==> src/rtl/switch_priority_capture_pkg.sv <==
// Shared types and helpers for the switch priority capture block.
// Holds the capture FSM state type and the output code-width function.
package spc_pkg;

    typedef enum logic [1:0] {
        IDLE   = 2'd0,
        PEND   = 2'd1,
        ACTIVE = 2'd2
    } spc_state_e;

    // A single input still needs a 1-bit code.
    function automatic int spc_code_w(input int n_in);
        int w;
        w = $clog2(n_in);
        return (w < 1) ? 1 : w;
    endfunction

endpackage

==> src/rtl/switch_priority_capture_sw_debounce.sv <==
// One switch bit: 2-flop synchroniser followed by a counter-based debouncer.
// The debounced level changes only after DB_CYCLES consecutive disagreeing samples.
module sw_debounce #(
    parameter int DB_CYCLES = 16
) (
    input  logic clk,
    input  logic rst_n,
    input  logic sw_in,
    output logic db_out
);

    localparam int CNT_W = $clog2(DB_CYCLES + 1);

    logic             sync1_q, sync1_d;
    logic             sync2_q, sync2_d;
    logic             db_q, db_d;
    logic [CNT_W-1:0] cnt_q, cnt_d;

    always_comb begin
        sync1_d = sw_in;
        sync2_d = sync1_q;
        db_d    = db_q;
        cnt_d   = '0;
        // Any agreeing sample restarts the stability window.
        if (sync2_q != db_q) begin
            if (cnt_q == CNT_W'(DB_CYCLES - 1)) begin
                db_d  = sync2_q;
                cnt_d = '0;
            end else begin
                cnt_d = cnt_q + CNT_W'(1);
            end
        end
    end

    always_ff @(posedge clk or negedge rst_n) begin
        if (!rst_n) begin
            sync1_q <= 1'b0;
            sync2_q <= 1'b0;
            db_q    <= 1'b0;
            cnt_q   <= '0;
        end else begin
            sync1_q <= sync1_d;
            sync2_q <= sync2_d;
            db_q    <= db_d;
            cnt_q   <= cnt_d;
        end
    end

    assign db_out = db_q;

endmodule

==> src/rtl/switch_priority_capture.sv <==
// Debounces N_IN switches, priority-encodes the debounced vector and hands
// each new winning code to a ready/valid consumer, flagging dropped changes.
module switch_priority_capture
    import spc_pkg::*;
#(
    parameter int N_IN      = 10,
    parameter int DB_CYCLES = 16,
    parameter int LOW_WINS  = 0,
    localparam int CODE_W   = spc_code_w(N_IN)
) (
    input  logic              clk,
    input  logic              rst_n,
    input  logic [N_IN-1:0]   sw_in,
    input  logic              out_ready,
    input  logic              clr_ovf,
    output logic              out_valid,
    output logic [CODE_W-1:0] out_code,
    output logic [CODE_W-1:0] code_now,
    output logic              any_active,
    output logic              ovf
);

    logic [N_IN-1:0] db_vec;

    for (genvar g = 0; g < N_IN; g++) begin : g_db
        sw_debounce #(
            .DB_CYCLES(DB_CYCLES)
        ) u_db (
            .clk   (clk),
            .rst_n (rst_n),
            .sw_in (sw_in[g]),
            .db_out(db_vec[g])
        );
    end

    // Scan from the losing end so the last hit is the winner.
    always_comb begin
        code_now = '0;
        for (int i = 0; i < N_IN; i++) begin
            int idx;
            idx = (LOW_WINS != 0) ? (N_IN - 1 - i) : i;
            if (db_vec[idx]) begin
                code_now = CODE_W'(idx);
            end
        end
    end

    assign any_active = |db_vec;

    spc_state_e        state_q, state_d;
    logic              out_valid_q, out_valid_d;
    logic [CODE_W-1:0] out_code_q, out_code_d;
    logic [CODE_W-1:0] last_sent_q, last_sent_d;
    logic              ovf_q, ovf_d;
    logic              ovf_set;

    always_comb begin
        state_d     = state_q;
        out_code_d  = out_code_q;
        last_sent_d = last_sent_q;
        ovf_set     = 1'b0;
        case (state_q)
            IDLE: begin
                if (any_active) begin
                    out_code_d = code_now;
                    state_d    = PEND;
                end
            end
            PEND: begin
                // The pending code is frozen; a competing change only raises ovf.
                if (any_active && (code_now != out_code_q)) begin
                    ovf_set = 1'b1;
                end
                if (out_valid_q && out_ready) begin
                    last_sent_d = out_code_q;
                    state_d     = any_active ? ACTIVE : IDLE;
                end
            end
            ACTIVE: begin
                if (!any_active) begin
                    state_d = IDLE;
                end else if (code_now != last_sent_q) begin
                    out_code_d = code_now;
                    state_d    = PEND;
                end
            end
            default: begin
                state_d = IDLE;
            end
        endcase
        out_valid_d = (state_d == PEND);
        if (ovf_set) begin
            ovf_d = 1'b1;
        end else if (clr_ovf) begin
            ovf_d = 1'b0;
        end else begin
            ovf_d = ovf_q;
        end
    end

    always_ff @(posedge clk or negedge rst_n) begin
        if (!rst_n) begin
            state_q     <= IDLE;
            out_valid_q <= 1'b0;
            out_code_q  <= '0;
            last_sent_q <= '0;
            ovf_q       <= 1'b0;
        end else begin
            state_q     <= state_d;
            out_valid_q <= out_valid_d;
            out_code_q  <= out_code_d;
            last_sent_q <= last_sent_d;
            ovf_q       <= ovf_d;
        end
    end

    assign out_valid = out_valid_q;
    assign out_code  = out_code_q;
    assign ovf       = ovf_q;

endmodule

==> config.mk <==
export PLATFORM = sky130hd
export DESIGN_NAME = switch_priority_capture
export DESIGN_NICKNAME = d
export VERILOG_FILES = /design/src/rtl/switch_priority_capture_pkg.sv /design/src/rtl/switch_priority_capture_sw_debounce.sv /design/src/rtl/switch_priority_capture.sv
export SDC_FILE = /design/constraint.sdc
export NUM_CORES = 1
export LEC_CHECK = 0
export CORE_MARGIN = 2
export CORE_UTILIZATION = 45
export DETAILED_ROUTE_END_ITERATION = 16
export DONT_BUFFER_PORTS = 1
export GPL_ROUTABILITY_DRIVEN = 0
export PLACE_DENSITY_LB_ADDON = 0.12
export SLEW_MARGIN = 10
export SYNTH_ARGS = -nofsm -noshare
export SYNTH_HDL_FRONTEND = slang
export SYNTH_SLANG_ARGS = --single-unit
==> constraint.sdc <==
create_clock -name clk -period 2.4 [get_ports clk]
set_clock_uncertainty 0.05 [all_clocks]
set_input_delay 0.24 -clock clk [delete_from_list [all_inputs] [get_ports clk]]
set_output_delay 0.24 -clock clk [all_outputs]
set_load 0.02 [all_outputs]
==> implementation parameters <==
Parameter                              Value

Outcome
  Outcome ... complete, but fails checks
  Violated checks ... hold timing

Routing
  First-pass iteration count of the detailed router ... 4
  Post-route antenna net violation count ... 0
  Mean number of vias per cell ... 4.85
  DRC violations left ... 0
  Routed WL per cell ... 13.4 microns
  Wire length reported by the detailed router ... 5900 microns
  Number of vias after detailed routing ... 2136
  Count of routing violations after the opening detailed-route iteration ... 101

Placed design
  I/O Buffers ... 0
  Post-DP HPWL ... 4100 microns
  Total instance count after detailed placement ... 415

Die
  Standard-cell row count ... 33
  I/O pin count ... 25
  Floorplan core area ... 0.00813 sq mm
  Die Width ... 95.0 microns
  Die outline height ... 95.0 microns
  Starting density of the core ... 0.458
  Die area ... 0.00903 sq mm

Power
  Areal power density over the cells ... 662 mW/mm^2
  Maximum VDD drop ... 0.375 mV
  Static Leak ... 2.13 nW

Timing
  RSZ-0062 raised after global routing ... no
  Tcrit/Tclk final ... 0.935
  Slew of the pin with the lowest slew margin ... 0.614 ns
  Endpoints failing setup ... 0
  Maximum achievable frequency ... 0.446 GHz
  Worst hold slack ... -0.470 ns
  Max Transition Viols Final ... 0
  Final Hold Fails ... 92
  Worst rel slew slack ... 0.589
  Total Neg Setup Slack ... 0 ns
  Final critical-path required period ... 2.24 ns

Final layout
  Share of post-route cells with drive strength above 1 ... 0.119
  Filler cells ... 719
  ANT cells ... 0
  Non-filler instance count after layout ... 440
  Area growth from synthesis to layout ... 11.8%
  Nets ... 355

GRT
  Global routing usage summed across all routing layers ... 0.147
  Overall overflow remaining after global route ... 0
  Vias in the first global route ... 2094
  Largest net degree at the start of global routing ... 93
  Number of antenna violations at the first check in global routing ... 0
  Wire length of the first global-routing pass ... 9830 microns

Worst setup path
  Critical path peak fanout ... 10
  Worst Setup Path Type ... reg2reg
  CP Launch Type ... register
  Required @ worst endpoint ... 2.58 ns
  Critical Path AT ... 2.43 ns
  Startpoint of the lowest-slack register-to-register path ... g_db[9].u_db.db_out$_DFFE_PN0P_
  Crit. Startpoint ... g_db[9].u_db.db_out$_DFFE_PN0P_
  Kind of end point of the critical path ... register

Synth
  Post-synth cell types ... 39
  Most frequently used flop master after synthesis ... dfrtp_1
  Total of warnings raised by yosys ... 0
  Post-synthesis cell type with the largest combined area ... dfrtp_1
  Most frequent cell after synthesis ... dfrtp_1
  Synth top cells by count ... dfrtp_1, nor2_1, xor2_1
  Fraction of the mapped netlist area in simple logic gates ... 0.154
  Sequential element share of the synthesized area ... 0.617
  Post-Synth XOR/XNOR Area ... 0.0799
  Share of the synthesized area in the top cell type ... 0.617
  EDFF count, synth ... 0
  Post-synthesis compound-gate area fraction ... 0.0517
  Adder-cell share of the synthesized area ... 0.0336
  Cell count after synthesis ... 308
  Async S/R FF share, synth ... 1.00
  Number of synthesized register bits ... 92
  Avg Inst Size Synth ... 12.1 sq um
  Synthesized netlist net count ... 332
  Top cells by area in the synthesized netlist ... dfrtp_1, xor2_1, nor2_1
  Combinational family with the most area after synthesis ... simple AND/OR/NAND/NOR gates
  Combined area of all synthesized cells ... 0.00373 sq mm
  Portion of netlist area occupied by mux cells ... 0.0473

Clocking
  Number of H-tree levels ... 3
  Clock Pin Slew Worst Setup and Hold Paths ... 0.08 ns
  Max Buffers Root-to-Sink ... 2
  Number of CTS-inserted buffers ... 9
  Post-CTS setup buffer count ... 0
  Clock tree root buffer cell ... clkbuf_8
  Source-to-sink clock delay at the later pin of the worst-skew pair ... 0.35 ns
  Post-cts hold buffer count ... 10
  TritonCTS clock tree ... built
  Clock net sink count ... 92

Hold path
  Worst Hold Class ... in2async

Job
  Max-cap violation count ... 0
## power breakdown
part           switching [W]  leakage [nW]  internal (W)
registers          0.0000541          1.21       0.00162
logic              0.0000547         0.821     0.0000597
clock network       0.000473        0.0935      0.000504
## final timing paths
check	cells after the start	end	slack, ns
worst max-delay path	7	out_code[1]$_DFFE_PN0P_	0.16
worst min-delay path	0	g_db[1].u_db.cnt_q[3]$_DFF_PN0_	-0.47
worst max register to register	7	out_code[1]$_DFFE_PN0P_	0.16
worst min register to register	0	g_db[6].u_db.sync2_q$_DFF_PN0_	0.30
max in group asynchronous	0	g_db[4].u_db.db_out$_DFFE_PN0P_	2.60
min in group clk	3	state_q[0]$_DFF_PN0_	0.03
## worst max-delay path, stage by stage, from the launching register on
cell	delay, ns
dfrtp_1	0.48
nor2_1	0.18
inv_1	0.09
nor2_1	0.50
xnor2_1	0.24
nand3_2	0.17
nand2_4	0.12
mux2_4	0.30
## sequential cells by signal (all words and copies together), names as in the netlist
name	flops
g_db.u_db.cnt_q	50
last_sent_q	4
state_q	2
out_code	4
g_db.u_db.sync2_q	10
out_valid	1
g_db.u_db.sync1_q	10
ovf	1
g_db.u_db.db_out	10
## layer usage
metal	vias to the layer above	track usage	routed length, microns
li1	1084	-	-
met1	1015	0.182	2780
met2	29	0.228	2710
met3	8	0.0640	322
met4	0	0.0543	80
met5	-	0	0
## through the flow
stage          power (W)  utilization  instance area, sq um  setup WS, ns
2_1_floorplan    0.00178            -                  3730         0.139
3_5_place_dp     0.00180        0.477                  3880         0.180
6_report         0.00276        0.513                  4170         0.156
5_1_grt          0.00292        0.513                  4170        0.0101
4_1_cts          0.00281        0.512                  4160         0.146
3_3_place_gp     0.00180        0.477                  3880         0.249
## cells by family after synthesis
kind of cell               Yosys count
adders and majority gates           10
and+or+nand+nor                    115
DFF                                 92
buffers and inverters               14
AOI/OAI and AO/OA                   28
muxes                               15
xor gates and xnor gates            34
## placed cells by master, fill, tap and decap left out, types with 3 or more instances in the layout
cell type and n:
xor2_1 31, nor2_1 48, ha_1 10, dlygate4sd3_1 10
dfrtp_1 92, nand2_1 6, and3_1 10, o21ai_0 14
nand3_1 21, clkbuf_1 3, and2_1 14, xnor2_1 3
buf_4 5, mux2_2 13, clkbuf_8 10, inv_1 11
## what timing repair did
item / CTS / global route
resized for setup: 0 / 1
endpoints found under the hold margin: 102 / 92
endpoints found under the setup margin: 0 / 2
## final cells by class
| cell class | instances | area, sq um | area share |
|---|---|---|---|
| Tap cell | 105 | 131 | 0.0315 |
| Multi-Input combinational cell | 202 | 1370 | 0.329 |
| Timing Repair Buffer | 15 | 138 | 0.0330 |
| Inverter | 11 | 41.3 | 0.00990 |
| Clock buffer | 13 | 149 | 0.0357 |
| Sequential cell | 92 | 2300 | 0.552 |
| Clock inverter | 2 | 35.0 | 0.00840 |
(Power assumes the default switching activity.)
